$ cat src/rtl/serial_frame_receiver_if.sv
// Purpose : bundles the serial input and parallel result signals of serial_frame_receiver.
// Latency : none (wiring only).
// Backpressure: none; the consumer must take each valid pulse as it occurs.
// Signals: bit_en/din (serial side, driven by master), data_out/valid/frame_err/
//          parity_err/busy (result side, driven by slave = the receiver).
interface serial_frame_receiver_if #(
    parameter int DATA_W = 8
);
    logic              bit_en;
    logic              din;
    logic [DATA_W-1:0] data_out;
    logic              valid;
    logic              frame_err;
    logic              parity_err;
    logic              busy;

    // Serial source / observer side.
    modport master (
        output bit_en, din,
        input  data_out, valid, frame_err, parity_err, busy
    );

    // Receiver side.
    modport slave (
        input  bit_en, din,
        output data_out, valid, frame_err, parity_err, busy
    );
endinterface

$ cat src/rtl/serial_frame_receiver.sv
// Purpose : single-wire serial frame receiver (start, DATA_W bits LSB-first, [parity], stop).
// Latency : valid/data_out/frame_err/parity_err appear the cycle after the stop-bit sample.
// Backpressure: none; results are 1-cycle pulses, data_out holds the last good word.
//
// Ports: clk, reset (async active-high); rx (slave modport) carries bit_en, din in and
//        data_out, valid, frame_err, parity_err, busy out. All outputs are registered.
// Optional feature macro: PARITY_CHECK_EN adds an even-parity bit after the data bits.
module serial_frame_receiver #(
    parameter int DATA_W = 8,
    parameter int CNT_W  = 5
) (
    input  logic                  clk,
    input  logic                  reset,
    serial_frame_receiver_if.slave rx
);

    localparam logic [CNT_W-1:0] LAST_CNT = CNT_W'(DATA_W - 1);

`ifdef PARITY_CHECK_EN
    typedef enum logic [1:0] {IDLE, DATA, PARITY, STOP} state_t;
`else
    typedef enum logic [1:0] {IDLE, DATA, STOP} state_t;
`endif

    state_t            state_q, state_d;
    logic [CNT_W-1:0]  cnt_q, cnt_d;
    logic [DATA_W-1:0] shreg_q, shreg_d;
    logic [DATA_W-1:0] data_out_q, data_out_d;
    logic              valid_q, valid_d;
    logic              frame_err_q, frame_err_d;
    logic              parity_err_q, parity_err_d;
    logic              busy_q, busy_d;
`ifdef PARITY_CHECK_EN
    logic              par_q, par_d;
`endif

    always_comb begin
        state_d      = state_q;
        cnt_d        = cnt_q;
        shreg_d      = shreg_q;
        data_out_d   = data_out_q;
        valid_d      = 1'b0;
        frame_err_d  = 1'b0;
        parity_err_d = 1'b0;
`ifdef PARITY_CHECK_EN
        par_d        = par_q;
`endif
        if (rx.bit_en) begin
            case (state_q)
                IDLE: begin
                    // A single low sample is accepted as a start bit.
                    if (!rx.din) begin
                        state_d = DATA;
                        cnt_d   = '0;
                    end
                end
                DATA: begin
                    // Shift in at the MSB so the first (LSB) bit ends up at bit 0.
                    // Written as shifts so DATA_W=1 needs no special case.
                    shreg_d = (shreg_q >> 1) | (DATA_W'(rx.din) << (DATA_W - 1));
                    cnt_d   = cnt_q + CNT_W'(1);
                    if (cnt_q == LAST_CNT) begin
`ifdef PARITY_CHECK_EN
                        state_d = PARITY;
`else
                        state_d = STOP;
`endif
                    end
                end
`ifdef PARITY_CHECK_EN
                PARITY: begin
                    par_d   = rx.din;
                    state_d = STOP;
                end
`endif
                STOP: begin
                    if (rx.din) begin
                        data_out_d = shreg_q;
                        valid_d    = 1'b1;
`ifdef PARITY_CHECK_EN
                        // Even parity: data bits XOR parity bit must be zero.
                        parity_err_d = (^shreg_q) ^ par_q;
`endif
                    end else begin
                        // Bad stop bit: word dropped, parity result suppressed.
                        frame_err_d = 1'b1;
                    end
                    state_d = IDLE;
                end
                default: state_d = IDLE;
            endcase
        end
        // busy is registered from the next state so it tracks state_q exactly.
        busy_d = (state_d != IDLE);
    end

    always_ff @(posedge clk or posedge reset) begin
        if (reset) begin
            state_q      <= IDLE;
            cnt_q        <= '0;
            shreg_q      <= '0;
            data_out_q   <= '0;
            valid_q      <= 1'b0;
            frame_err_q  <= 1'b0;
            parity_err_q <= 1'b0;
            busy_q       <= 1'b0;
`ifdef PARITY_CHECK_EN
            par_q        <= 1'b0;
`endif
        end else begin
            state_q      <= state_d;
            cnt_q        <= cnt_d;
            shreg_q      <= shreg_d;
            data_out_q   <= data_out_d;
            valid_q      <= valid_d;
            frame_err_q  <= frame_err_d;
            parity_err_q <= parity_err_d;
            busy_q       <= busy_d;
`ifdef PARITY_CHECK_EN
            par_q        <= par_d;
`endif
        end
    end

    assign rx.data_out   = data_out_q;
    assign rx.valid      = valid_q;
    assign rx.frame_err  = frame_err_q;
    assign rx.parity_err = parity_err_q;
    assign rx.busy       = busy_q;

endmodule

$ cat src/flat_wrapper.sv
// flat-port wrapper written by rule: the top's interface ports become plain ports
module serial_frame_receiver_flat 
#(
    parameter int DATA_W = 8,
    parameter int CNT_W  = 5
)
  (clk, reset, rx_bit_en, rx_din, rx_data_out, rx_valid, rx_frame_err, rx_parity_err, rx_busy);
  serial_frame_receiver_if #(.DATA_W(DATA_W)) rx_i ();
  input  logic clk;
  input  logic reset;
  input wire logic [$bits(rx_i.bit_en)-1:0] rx_bit_en;
  input wire logic [$bits(rx_i.din)-1:0] rx_din;
  output wire logic [$bits(rx_i.data_out)-1:0] rx_data_out;
  output wire logic [$bits(rx_i.valid)-1:0] rx_valid;
  output wire logic [$bits(rx_i.frame_err)-1:0] rx_frame_err;
  output wire logic [$bits(rx_i.parity_err)-1:0] rx_parity_err;
  output wire logic [$bits(rx_i.busy)-1:0] rx_busy;
  assign rx_i.bit_en = rx_bit_en;
  assign rx_i.din = rx_din;
  assign rx_data_out = rx_i.data_out;
  assign rx_valid = rx_i.valid;
  assign rx_frame_err = rx_i.frame_err;
  assign rx_parity_err = rx_i.parity_err;
  assign rx_busy = rx_i.busy;
  serial_frame_receiver #(.DATA_W(DATA_W), .CNT_W(CNT_W)) u_core (.clk(clk), .reset(reset), .rx(rx_i));
endmodule
$ cat config.mk
export PLATFORM = sky130hd
export DESIGN_NAME = serial_frame_receiver_flat
export DESIGN_NICKNAME = d
export VERILOG_FILES = /design/src/rtl/serial_frame_receiver_if.sv /design/src/rtl/serial_frame_receiver.sv /design/src/flat_wrapper.sv
export SDC_FILE = /design/constraint.sdc
export NUM_CORES = 1
export LEC_CHECK = 0
export ABC_AREA = 1
export CORE_MARGIN = 4
export CORE_UTILIZATION = 30
export CTS_CLUSTER_SIZE = 12
export DETAILED_ROUTE_END_ITERATION = 8
export SETUP_SLACK_MARGIN = 0.4
export SYNTH_ARGS = -nofsm -noshare
export SYNTH_HDL_FRONTEND = slang
export SYNTH_SLANG_ARGS = --single-unit
$ cat constraint.sdc
create_clock -name clk -period 1.4 [get_ports clk]
set_input_delay 0.21 -clock clk [delete_from_list [all_inputs] [get_ports clk]]
set_output_delay 0.21 -clock clk [all_outputs]
set_load 0.02 [all_outputs]
==> results of run 1 <==
## worst reg2reg max path, cell delays in order, from the launching register on
cell and delay (ns):
dfrtp_2 0.46, buf_4 0.15, nand3_2 0.09, buf_12 0.14, inv_1 0.06, nand2_1 0.05, nand2_1 0.05
## power by group
| part | switching, mW | total (mW) | internal [mW] |
|---|---|---|---|
| Combinational | 0.268 | 0.525 | 0.258 |
| Sequential | 0.124 | 0.998 | 0.875 |
| Clock | 0.239 | 0.621 | 0.382 |
| Total | 0.631 | 2.15 | 1.51 |
## how the worst max path moves through the flow
stage                                     start                           endpoint  slack (ns)  depth (start not counted)
finish              u_core.state_q[1]$_DFF_PP0_  u_core.rx.data_out[0]$_DFFE_PP0P_        0.31                          6
CTS                 u_core.cnt_q[0]$_DFFE_PP0P_           u_core.rx.busy$_DFF_PP0_        0.29                          7
global route        u_core.cnt_q[1]$_DFFE_PP0P_           u_core.rx.busy$_DFF_PP0_        0.24                          7
global placement                      rx_bit_en        u_core.cnt_q[2]$_DFFE_PP0P_       -0.03                          6
floorplan           u_core.cnt_q[0]$_DFFE_PP0P_           u_core.rx.busy$_DFF_PP0_        0.31                          6
detailed placement                    rx_bit_en        u_core.cnt_q[2]$_DFFE_PP0P_       -0.08                          6
## layout make-up
cell class	count	area (um^2)	share of cell area, %
multi-input cells	75	464	28.0
clock buffers	3	41.3	2.49
flip-flops and latches	26	653	39.4
well taps	48	60.1	3.62
repair buffers	34	339	20.4
clock inverters	1	30.0	1.81
inverters	19	71.3	4.30
## cells in the mapped netlist
cell type and count:
nand2_1 33, dfrtp_1 26, inv_1 18, o21ai_2 9, nor2_1 7, o21ai_1 7, nand4_1 4, a21oi_1 3
nand3_1 3, buf_2 1, buf_4 1, buf_6 1, conb_1 1, ha_1 1, inv_2 1, nand2_2 1
nand2_4 1, nand3_2 1, nor2_2 1, nor2_4 1, nor4_1 1, o21ai_0 1
## kinds of logic (layout without fill, tap and decap cells)
group	Yosys count	in the layout	synth area share, %
AOI/OAI and AO/OA	20	20	11.8
adders and majority gates	1	1	1.10
buffers and inverters	22	57	8.36
DFF	26	26	57.2
other	1	1	0.330
and+or+nand+nor	53	53	21.2
## sequential cells by signal, indices dropped and copies added, names as in the netlist
register and flops:
u_core.rx.busy 1, u_core.rx.data_out 8, u_core.rx.frame_err 1, u_core.rx.valid 1
u_core.state_q 2, u_core.shreg_q 8, u_core.cnt_q 5
## metal layers
metal  wire (um)  track usage [%]  part of all wire [%]
met1         971             12.5                    44
met3          83             1.45                   3.8
met2        1090             16.7                    50
met5           0                0                     0
met4          44             5.21                   2.0
## through the flow
step	power [mW]	utilization [%]	area [um^2]
floorplan	1.25	-	1150
global placement	1.36	38.7	1420
CTS	2.15	44.7	1640
global route	2.27	45.3	1660
detailed placement	1.38	38.7	1420
finish	2.15	45.3	1660
## what timing repair did
item	CTS	global route
setup buffers	12	0
pin swaps	10	3
gates resized for setup	82	8
endpoints found under the setup margin	37	36
==> flow_metrics.env, run 1 <==
export IMPL_run_status="finished clean"
export IMPL_final_setup_worst_slack_ns=0.307
export IMPL_start_util_pct=31.1
export IMPL_cts_sinks=26
export IMPL_nFillCells=351
export IMPL_vias=926
export IMPL_grt_use_total_pct=10.0
export IMPL_final_hold_viol_count=0
export IMPL_crit_fanout=16
export IMPL_viasPerCell=4.50
export IMPL_grt_overflow_total=0
export IMPL_crit_required_ns=1.56
export IMPL_layout_nets=164
export IMPL_die_h_um=69.6
export IMPL_slew_violations=0
export IMPL_n_antenna_cell=0
export IMPL_holdWs_ns=0.294
export IMPL_clk_latency_ns=0.27
export IMPL_htree_levels=1
export IMPL_rsz0062_at_grt="true"
export IMPL_yosysSeqAreaShare_pct=57.2
export IMPL_clkTransAtPathRegs_ns=0.10
export IMPL_fin_crit_sh_pct=78.1
export IMPL_synth_top_area_share_pct=57.2
export IMPL_grt_antenna_before_repair=0
export IMPL_mostFrequentLayoutCells="27 x nand2_1, 24 x dfrtp_1, 17 x buf_4"
export IMPL_synth_area_leader_cell="dfrtp_1"
export IMPL_dp_hpwl_um=1490
export IMPL_portBuffers=14
export IMPL_pwr_density_cell_nw_per_um2=1290
export IMPL_layout_cells_non_filler=206
export IMPL_layout_commonest_cell="nand2_1"
export IMPL_cp_top_family="flip-flops"
export IMPL_synth_cells=123
export IMPL_rr_worst_depth=6
export IMPL_cellLeakagePower_nw=0.841
export IMPL_drive_gt1_share_pct=41.8
export IMPL_setup_tns_ns=0
export IMPL_post_drt_wl_per_cell_um=10.6
export IMPL_die_area_um2=4840
export IMPL_crit_top_cell="nand2_1"
export IMPL_grt_pass1_wl_um=3900
export IMPL_grt_pass1_vias=902
export IMPL_syn2layout_area_growth_pct=45.9
export IMPL_setup_viol=0
export IMPL_cpPeakStageDelay_ns=0.46
export IMPL_die_x_um=69.6
export IMPL_path_class="register to register"
export IMPL_firstDrtPassIters=4
export IMPL_yosys_warnings=0
export IMPL_synthTopCellsByArea="dfrtp_1 57%, nand2_1 11%, o21ai_2 6.9%"
export IMPL_reg2reg_from="u_core.state_q[1]$_DFF_PP0_"
export IMPL_core_um2=3660
export IMPL_row_count=22
export IMPL_synth_distinct_cells=22
export IMPL_gp_congestion=0.834
export IMPL_io_pins=16
export IMPL_min_period_ns=1.09
export IMPL_cts_root_buffer="clkbuf_8"
export IMPL_final_setup_skew_ns=0.00649
export IMPL_start_kind="register"
export IMPL_pre_cts_ws_ns=-0.0843
export IMPL_cp_cell_sequence="buf_4 -> nand3_2 -> buf_12 -> inv_1 -> nand2_1 -> nand2_1"
export IMPL_arrival_ns=1.26
export IMPL_r2r_end="u_core.rx.data_out[0]$_DFFE_PP0P_"
export IMPL_drtAntennaViolNets=0
export IMPL_hold_class="input port to asynchronous set/reset pin"
export IMPL_syn_avg_cell_area_um2=9.25
export IMPL_route_detailed_drc=0
export IMPL_clk_path_buf_depth=2
export IMPL_critPathSlowestCell="dfrtp_2"
export IMPL_fmax_mhz=915
export IMPL_hold_buffers=0
export IMPL_placedCellCount=190
export IMPL_rrSetupSlack_ns=0.31
export IMPL_drv_cap=0
export IMPL_crit_buf_inv=3
export IMPL_first_iter_violations=31
export IMPL_end_kind="register"
export IMPL_ir_drop_uv=490
export IMPL_synth_fp_nets=128
export IMPL_wl_um=2190
export IMPL_grt_max_degree=27
export IMPL_synth_ff_latch_count=26
export IMPL_cts_tree="done"
export IMPL_syn_area_um2=1140
export IMPL_cts_buffers=3
Power figures use the tool's default switching activity.
==> run 2: changes to the inputs <==
Clock period 1.4 ns to 1.05 ns, I/O delays scaled along.
==> flow_metrics.env, run 2 (same netlist as run 1, synthesis figures left out) <==
export IMPL_ir_drop_uv=575
export IMPL_portBuffers=14
export IMPL_clk_latency_ns=0.27
export IMPL_grt_overflow_total=0
export IMPL_hold_buffers=0
export IMPL_drive_gt1_share_pct=56.8
export IMPL_violations="setup timing"
export IMPL_finalPower_mw=2.90
export IMPL_regArea_um2=653
export IMPL_final_hold_viol_count=0
export IMPL_first_iter_violations=33
export IMPL_multi_input_area_um2=536
export IMPL_die_area_um2=4840
export IMPL_syn2layout_area_growth_pct=57.5
export IMPL_crit_fanout=4
export IMPL_cellLeakagePower_nw=0.869
export IMPL_cts_root_buffer="clkbuf_8"
export IMPL_grt_use_total_pct=10.4
export IMPL_post_drt_wl_per_cell_um=11.6
export IMPL_fin_util_pct=48.9
export IMPL_slew_violations=0
export IMPL_run_status="complete, but fails checks"
export IMPL_die_x_um=69.6
export IMPL_final_setup_worst_slack_ns=-0.0621
export IMPL_drv_cap=0
export IMPL_setup_viol=22
export IMPL_route_detailed_drc=0
export IMPL_min_period_ns=1.11
export IMPL_layout_commonest_cell="dfrtp_1"
export IMPL_grt_antenna_before_repair=0
export IMPL_start_kind="register"
export IMPL_io_pins=16
export IMPL_clk_path_buf_depth=2
export IMPL_cts_tree="done"
export IMPL_mostFrequentLayoutCells="24 x dfrtp_1, 20 x buf_4, 16 x nand2_2"
export IMPL_end_kind="register"
export IMPL_viasPerCell=4.49
export IMPL_holdWs_ns=0.250
export IMPL_path_class="register to register"
export IMPL_gp_congestion=0.869
export IMPL_drtAntennaViolNets=0
export IMPL_n_antenna_cell=0
export IMPL_die_h_um=69.6
export IMPL_nFillCells=355
export IMPL_start_util_pct=31.1
export IMPL_cts_sinks=26
export IMPL_firstDrtPassIters=4
export IMPL_htree_levels=1
export IMPL_fin_crit_sh_pct=106
export IMPL_pwr_density_cell_nw_per_um2=1620
export IMPL_fmax_mhz=899
export IMPL_row_count=22
export IMPL_cts_buffers=3
export IMPL_arrival_ns=1.27
export IMPL_clkTransAtPathRegs_ns=0.09
export IMPL_grt_max_degree=27
export IMPL_crit_required_ns=1.21
export IMPL_hold_class="input port to asynchronous set/reset pin"
export IMPL_final_setup_skew_ns=0.000983
export IMPL_grt_pass1_vias=871
export IMPL_vias=943
export IMPL_dp_hpwl_um=1510
export IMPL_grt_pass1_wl_um=4040
export IMPL_layout_nets=168
export IMPL_rsz0062_at_grt="true"
export IMPL_core_um2=3660
export IMPL_wl_um=2440
run 2: power breakdown:
group	total (mW)	leakage (nW)	internal, mW	switching [mW]
Clock	0.825	0.0357	0.510	0.315
Sequential	1.31	0.346	1.17	0.139
Combinational	0.769	0.487	0.363	0.406
run 2: what timing repair did:
action / 4_1_cts / 5_1_grt
cloned: 1 / 0
gates resized for setup: 102 / 12
setup buffers: 2 / 3
setup endpoints to repair: 37 / 37
pin swaps: 9 / 2
run 2: worst max-delay path, stage by stage (launching register included):
cell and delay [ns]:
dfrtp_2 0.47, nor2_4 0.13, buf_4 0.13, nor2_4 0.04, a21oi_2 0.16, nand2_1 0.07
run 2: path summary, 6_finish.rpt:
path / start / to / slack, ns / cells past startpoint
worst max-delay path: u_core.state_q[0]$_DFF_PP0_ / u_core.rx.busy$_DFF_PP0_ / -0.06 / 5
max in group asynchronous: reset / u_core.state_q[0]$_DFF_PP0_ / 0.64 / 3
min in group clk: rx_din / u_core.rx.frame_err$_DFF_PP0_ / 0.34 / 3
worst max register to register: u_core.state_q[0]$_DFF_PP0_ / u_core.rx.busy$_DFF_PP0_ / -0.06 / 5
worst min-delay path: reset / u_core.rx.busy$_DFF_PP0_ / 0.25 / 3
worst min register to register: u_core.shreg_q[4]$_DFFE_PP0P_ / u_core.shreg_q[4]$_DFFE_PP0P_ / 0.49 / 2
run 2: area by class of cell:
class	instances	share of cell area [%]
Multi-Input combinational cell	75	29.9
Tap cell	48	3.35
Inverter	19	4.61
Clock buffer	3	2.30
Sequential cell	26	36.5
Timing Repair Buffer	38	21.7
Clock inverter	1	1.68
run 2: metal layers:
layer  wire length [um]  share of wire (%)  track usage [%]
met1               1080                 44             13.1
met2               1230                 51             16.6
met3                 83                3.4             2.17
met4                 42                1.7             5.21
met5                  0                  0                0
run 2: stage by stage:
| stage | worst slack [ns] | area [um^2] | setup TNS (ns) | std cells |
|---|---|---|---|---|
| 3_3_place_gp | -0.285 | 1510 | -6.63 | 200 |
| 6_report | -0.0621 | 1790 | -0.849 | 210 |
| 2_1_floorplan | -0.0398 | 1170 | -0.136 | 123 |
| 3_5_place_dp | -0.347 | 1510 | -7.34 | 200 |
| 5_1_grt | -0.100 | 1790 | -1.83 | 210 |
| 4_1_cts | -0.0631 | 1720 | -0.753 | 207 |
